**src/rtl/out_pattern_gen_if.sv**
```systemverilog
// out_pattern_gen_if: control and pattern bus between the pattern generator and its user.
interface out_pattern_gen_if #(
  parameter int WIDTH      = 8,
  parameter int CHANNELS   = 2,
  parameter int PRESCALE_W = 16
);
  logic                      en;
  logic [PRESCALE_W-1:0]     div;
  logic [2*CHANNELS-1:0]     mode;
  logic                      load;
  logic [CHANNELS-1:0]       load_mask;
  logic [WIDTH-1:0]          load_val;
  logic [WIDTH*CHANNELS-1:0] out;
  logic                      tick;
  logic [CHANNELS-1:0]       wrap;
  modport master (output en, div, mode, load, load_mask, load_val, input out, tick, wrap);
  modport slave  (input en, div, mode, load, load_mask, load_val, output out, tick, wrap);
endinterface

```
**src/rtl/out_pattern_gen.sv**
```systemverilog
// out_pattern_gen: multi-lane up/down/LFSR/walking-one generator on a shared prescaler tick.
module out_pattern_gen #(
  parameter int                 WIDTH      = 8,
  parameter int                 CHANNELS   = 2,
  parameter int                 PRESCALE_W = 16,
  parameter logic [WIDTH-1:0]   LFSR_TAPS  = 8'hB8
) (
  input logic               ref_clk,
  input logic               rst_n,
  out_pattern_gen_if.slave  bus
);
  localparam logic [WIDTH-1:0] ONE = 1;
  logic [PRESCALE_W-1:0]     cnt;
  logic                      step;
  logic                      tick_q;
  logic [WIDTH*CHANNELS-1:0] out_q, nxt;
  logic [CHANNELS-1:0]       wrap_q, nwr;
  // cnt >= div (not ==) so lowering div below cnt steps on the next enabled edge
  assign step = bus.en && cnt >= bus.div;
  for (genvar k = 0; k < CHANNELS; k++) begin : g_lane
    logic [WIDTH-1:0] v, lfsr, sv;
    logic [1:0]       m;
    logic             sw, ld;
    assign v    = out_q[k*WIDTH +: WIDTH];
    assign m    = bus.mode[2*k +: 2];
    assign ld   = bus.load && bus.load_mask[k];
    assign lfsr = (v >> 1) ^ (v[0] ? LFSR_TAPS : '0);
    assign sv   = m == 2'd0 ? v + 1'b1 :
                  m == 2'd1 ? v - 1'b1 :
                  v == '0   ? ONE :
                  m == 2'd2 ? lfsr : {v[WIDTH-2:0], v[WIDTH-1]};
    assign sw   = m == 2'd0 ? &v :
                  m == 2'd1 ? ~|v :
                  v == '0   ? 1'b0 :
                  m == 2'd2 ? lfsr == ONE : v[WIDTH-1];
    assign nxt[k*WIDTH +: WIDTH] = ld ? bus.load_val : step ? sv : v;
    assign nwr[k] = !ld && step && sw;
  end
  always_ff @(posedge ref_clk) begin
    if (!rst_n) begin
      cnt    <= '0;
      tick_q <= 1'b0;
      out_q  <= '0;
      wrap_q <= '0;
    end else begin
      cnt    <= step ? '0 : bus.en ? cnt + 1'b1 : cnt;
      tick_q <= step;
      out_q  <= nxt;
      wrap_q <= nwr;
    end
  end
  assign bus.out  = out_q;
  assign bus.tick = tick_q;
  assign bus.wrap = wrap_q;
endmodule
```
**src/flat_wrapper.sv**
```systemverilog
// flat-port wrapper written by rule: the top's interface ports become plain ports
module out_pattern_gen_flat 
#(
  parameter int                 WIDTH      = 8,
  parameter int                 CHANNELS   = 2,
  parameter int                 PRESCALE_W = 16,
  parameter logic [WIDTH-1:0]   LFSR_TAPS  = 8'hB8
)
  (ref_clk, rst_n, bus_en, bus_div, bus_mode, bus_load, bus_load_mask, bus_load_val, bus_out, bus_tick, bus_wrap);
  out_pattern_gen_if #(.WIDTH(WIDTH), .CHANNELS(CHANNELS), .PRESCALE_W(PRESCALE_W)) bus_i ();
  input logic ref_clk;
  input logic rst_n;
  input wire logic [$bits(bus_i.en)-1:0] bus_en;
  input wire logic [$bits(bus_i.div)-1:0] bus_div;
  input wire logic [$bits(bus_i.mode)-1:0] bus_mode;
  input wire logic [$bits(bus_i.load)-1:0] bus_load;
  input wire logic [$bits(bus_i.load_mask)-1:0] bus_load_mask;
  input wire logic [$bits(bus_i.load_val)-1:0] bus_load_val;
  output wire logic [$bits(bus_i.out)-1:0] bus_out;
  output wire logic [$bits(bus_i.tick)-1:0] bus_tick;
  output wire logic [$bits(bus_i.wrap)-1:0] bus_wrap;
  assign bus_i.en = bus_en;
  assign bus_i.div = bus_div;
  assign bus_i.mode = bus_mode;
  assign bus_i.load = bus_load;
  assign bus_i.load_mask = bus_load_mask;
  assign bus_i.load_val = bus_load_val;
  assign bus_out = bus_i.out;
  assign bus_tick = bus_i.tick;
  assign bus_wrap = bus_i.wrap;
  out_pattern_gen #(.WIDTH(WIDTH), .CHANNELS(CHANNELS), .PRESCALE_W(PRESCALE_W), .LFSR_TAPS(LFSR_TAPS)) u_core (.ref_clk(ref_clk), .rst_n(rst_n), .bus(bus_i));
endmodule
```
**config.mk**
```make
export PLATFORM = sky130hd
export DESIGN_NAME = out_pattern_gen_flat
export DESIGN_NICKNAME = d
export VERILOG_FILES = /design/src/rtl/out_pattern_gen_if.sv /design/src/rtl/out_pattern_gen.sv /design/src/flat_wrapper.sv
export SDC_FILE = /design/constraint.sdc
export NUM_CORES = 1
export LEC_CHECK = 0
export CAP_MARGIN = 10
export CORE_AREA = 10 10 86 88
export DETAILED_ROUTE_END_ITERATION = 10
export DIE_AREA = 0 0 96 98
export GPL_TIMING_DRIVEN = 0
export PLACE_DENSITY = 0.81
export SYNTH_ARGS = -nofsm -noshare
export SYNTH_HDL_FRONTEND = slang
export SYNTH_SLANG_ARGS = --single-unit
```
**constraint.sdc**
```tcl
create_clock -name ref_clk -period 3.35 [get_ports ref_clk]
set_clock_uncertainty 0.1 [all_clocks]
set_input_delay 0.5025 -clock ref_clk [delete_from_list [all_inputs] [get_ports ref_clk]]
set_output_delay 0.5025 -clock ref_clk [all_outputs]
set_load 0.02 [all_outputs]
```
; ---- Yosys cells after proc, flatten, opt, wreduce, memory -nomap -nowiden
; Index checks and enable logic that the tools add are counted.
; W data, S select, Z words.
[classes]
n_addsub = 5
multipliers = 0
div_mod_pow = 0
order_cmp = 1
eq_ne = 6
n_shift = 0
muxes = 22
n_bitwise = 3
reduce_logical = 22
[op_table]
columns = cell, count
row1 = $mux W8, 14
row2 = $add A16 B1 Y16 const B, 1
row3 = $add A8 B1 Y8 const B, 2
row4 = $eq A8 B1 Y1 const B, 2
row5 = $ge A16 B16 Y1, 1
row6 = $logic_not A8 Y1, 2
row7 = $reduce_and A8 Y1, 2
row8 = $reduce_or A8 Y1, 2
row9 = $sub A8 B1 Y8 const B, 2
row10 = $xor A7 B8 Y8, 2
row11 = $mux W1, 8
row12 = $logic_and A1 B1 Y1, 7
row13 = $eq A2 B1 Y1 const B, 2
row14 = $eq A2 B2 Y1 const B, 2
row15 = $logic_not A1 Y1, 4
row16 = $logic_not A2 Y1, 2
row17 = $reduce_bool A2 Y1, 2
row18 = $reduce_or A2 Y1, 1
row19 = $not A1 Y1, 1
[totals]
reg_bits = 35
latchBits = 0
ramBits = 0
rom_bits = 0
input_bits = 34
output_inout_bits = 19
wordCells = 64
n_memories = 0

; ---- Logic depth before layout (Yosys ltp)
[logic_depth]
word_depth = 8
depth_mapped = 9
ltp_nobuf = 8

; ---- Worst setup path before layout
; OpenSTA, ideal clock, no wires.
[synth_path]
path_type = input to register
from = input port bus_div[0]
to = register u_core.out_q[8], in the netlist u_core.bus.out[8]
setup_ps = 70
arrival_time_ps = 2305
t_required_ps = 3180
slack_ps = 875
stages = 7
n_path_buf = 0
path_cell_list = ha_1 > nand2b_1 > a2111oi_4 > a2111oi_4 > o41ai_4 > mux2_2 > a21oi_1
[synth_between]
elab_chain_cells = 3
[synth_lines]
columns = element, line
row1 = from (decl), flat_wrapper.sv:14  ; input wire logic [$bits(bus_i.div)-1:0] bus_div;
row2 = $ge A16 B16 Y1, out_pattern_gen.sv:19  ; assign step = bus.en && cnt >= bus.div;
row3 = $logic_and A1 B1 Y1, out_pattern_gen.sv:19
row4 = $reduce_bool A2 Y1 (no source line), n/a
row5 = to (signal assigned), out_pattern_gen.sv:48  ; out_q <= nxt;
row6 = to (decl), out_pattern_gen.sv:16  ; logic [WIDTH*CHANNELS-1:0] out_q, nxt;
; Every way passes these cells.
; A chain may end at the register's enable or synchronous reset.

; ---- Final worst setup path
; Ends and elaborated chain as after synthesis.

==> metrics.txt <==
CTS tree=built; die area=9410 um2; maximum buffer depth of the clock tree=2; pwr dens=297 nW/um2; RSZ-0062 raised after global routing=no; CTS sink count=35; CP startpoint kind=input port; total congestion overflow=0; DR iter-0 viols=137; total setup buffers inserted after CTS=0; Core Box Area=5750 um2; clk_lat worst skew=0.30 ns; fin crit period=2.90 ns; fin util=63.4%; share of cells above drive strength 1=6.96%; Die Y-Extent=98 um; diode count=0; Design Area, Final=3640 um2; cell taking the most area after synthesis=dfxtp_1; Final #Nets=488; number of flops mapped to enable cells by yosys=0; Leakage Power=1.43 nW; DP Worst Slack=0.153 ns; status=finished, final reports clean; Syn Inst Count=372; synthesized area=2940 um2; area fraction of the dominant cell type after synthesis=23.8%; Final GP Congestion=0.897; post-route setup slack=0.452 ns; Post-DP Area=3550 um2; Post-Route WL=7900 um; vias in the first global route=2878; Yosys Warn Count=0; FP Rows=28; Peak Freq=0.345 GHz; Initial Util=51.2%; most instantiated cells after synthesis=35 x dfxtp_1, 32 x nand2_1, 30 x nor2_1, 28 x inv_1, 23 x ha_1; Yosys reg bits=35; crit path DAT=3.00 ns; IO Port Bufs=52; post-synthesis async set-or-reset flop share=0%; non-filler cells, final=506; clock-pin transition on the worst setup and hold timing paths=0.07 ns; CP Max Fanout=6; setup TNS=0 ns; count leader, synth=dfxtp_1; first-pass GRT wire length=13100 um; dpl cells=499; largest net degree at the start of global routing=11; initial antenna violation count=0; register area share after synthesis=23.8%; Detail Route Antenna Nets=0; Synth Flop Type=dfxtp_1; synth unique cells=54; via count=2929; Max-Cap Viols=0; r2r startpoint=u_core.cnt[0]; post-cts resize count=0; relative slew slack=66.0%; Worst Setup End Kind=register; Slew @ Worst Pin=0.508 ns; Die Span X=96 um; hold_buf cts=0; hold_sp=u_core.cnt[3]; class of the most critical setup path=in -> reg; Hold Fails Final Rpt=0; max-slew violation count=0; Synth area leaders=dfxtp_1 24%, ha_1 9.8%, xnor2_1 6.6%; cts bufs inserted=5; period utilization=86.5%; H-Tree Level Count=2; Root Driver=clkbuf_8; Min-Delay Path Class=reg -> reg; drt via density=5.79; DRC viols=0; WP data required=3.45 ns; gr usage total=16.6%; Pre-antenna DRT Iters=5; Synth Net Count=429; Mapped Avg Cell Area=7.90 um2; Avg WL per Cell=15.6 um; HPWL after DPL=6100 um; Area growth, synth to finish=23.9%; Peak VDD IR=0.214 mV; IO Count=53; Crit. Startpoint=bus_div[0]; Finish-stage setup viols=0
-- worst max-delay path, cell delays in order --
cell	delay [ns]
clkdlybuf4s50_1	0.40
ha_1	0.28
nand2b_1	0.18
a2111oi_4	0.41
a2111oi_4	0.07
o41ai_4	0.52
mux2_2	0.40
a21oi_1	0.23
-- flip-flops by register name, indices dropped and copies added, names as in the netlist --
name and flops:
u_core.bus.out 16, u_core.bus.wrap 2, u_core.bus.tick 1, u_core.cnt 16
-- metrics by stage --
stage	power, mW	hold slack [ns]
global route	1.13	0.499
CTS	1.08	0.456
detailed placement	0.770	0.440
global placement	0.763	0.420
floorplan	0.659	0.388
finish	1.08	0.449
-- routing by layer --
| layer | wire (um) | vias to the layer above | GRT usage, % |
|---|---|---|---|
| li1 | - | 1448 | - |
| met1 | 3390 | 1386 | 19.1 |
| met2 | 3830 | 80 | 28.1 |
| met3 | 563 | 15 | 5.44 |
| met4 | 123 | 0 | 4.54 |
| met5 | 0 | - | 0 |
-- placed cells by master (no fill, tap or decap), types with 2 or more instances in the layout --
master            n
clkdlybuf4s50_1  52
dfxtp_1          35
nand2_1          32
nor2_1           30
inv_1            28
ha_1             23
xnor2_1          22
nand4_1          17
nand3_1          17
clkbuf_1         16
a21oi_1          15
o22ai_1          15
xor2_1           13
o221ai_1         12
o21ai_0          11
mux2i_1          10
nor3_1            7
and3_1            6
clkbuf_8          6
nand2b_1          5
buf_2             5
a31oi_1           5
buf_6             3
or4_1             3
o2bb2ai_1         3
buf_4             2
o21a_1            2
or3_1             2
a2111oi_4         2
nor2b_1           2
o31ai_1           2
a211oi_1          2
nand3b_1          2
-- report_power, final --
| group | internal [mW] | switching, mW | leakage, nW |
|---|---|---|---|
| combinational | 0.153 | 0.168 | 1.10 |
| sequential | 0.429 | 0.0149 | 0.285 |
| clock | 0.161 | 0.155 | 0.0470 |
-- area by class of cell --
| type | instances | area (um2) |
|---|---|---|
| inverter | 28 | 105 |
| fill | 517 | 2100 |
| tap | 75 | 93.8 |
| multi-input combinational | 280 | 1980 |
| clock inverter | 1 | 5.00 |
| clock buffer | 6 | 82.6 |
| buffer | 29 | 151 |
| timing repair buffer | 52 | 520 |
| sequential | 35 | 701 |
-- path summary, 6_finish.rpt --
path	cells after the start	end	slack, ns
min reg2reg	2	u_core.cnt[3]	0.45
max	8	u_core.bus.out[8]	0.45
min	2	u_core.cnt[3]	0.45
max reg2reg	8	u_core.bus.out[8]	0.56
-- kinds of logic after synthesis --
logic type / Yosys count / share of synthesized area (%)
AO/OA/AOI/OAI: 77 / 19.7
AND/OR/NAND/NOR: 134 / 23.7
flip-flops: 35 / 23.8
buffers and inverters: 57 / 8.73
adder cells (fa/ha/maj): 23 / 9.79
XOR/XNOR: 35 / 10.4
multiplexers: 11 / 3.79
Power figures use the tool's default switching activity.
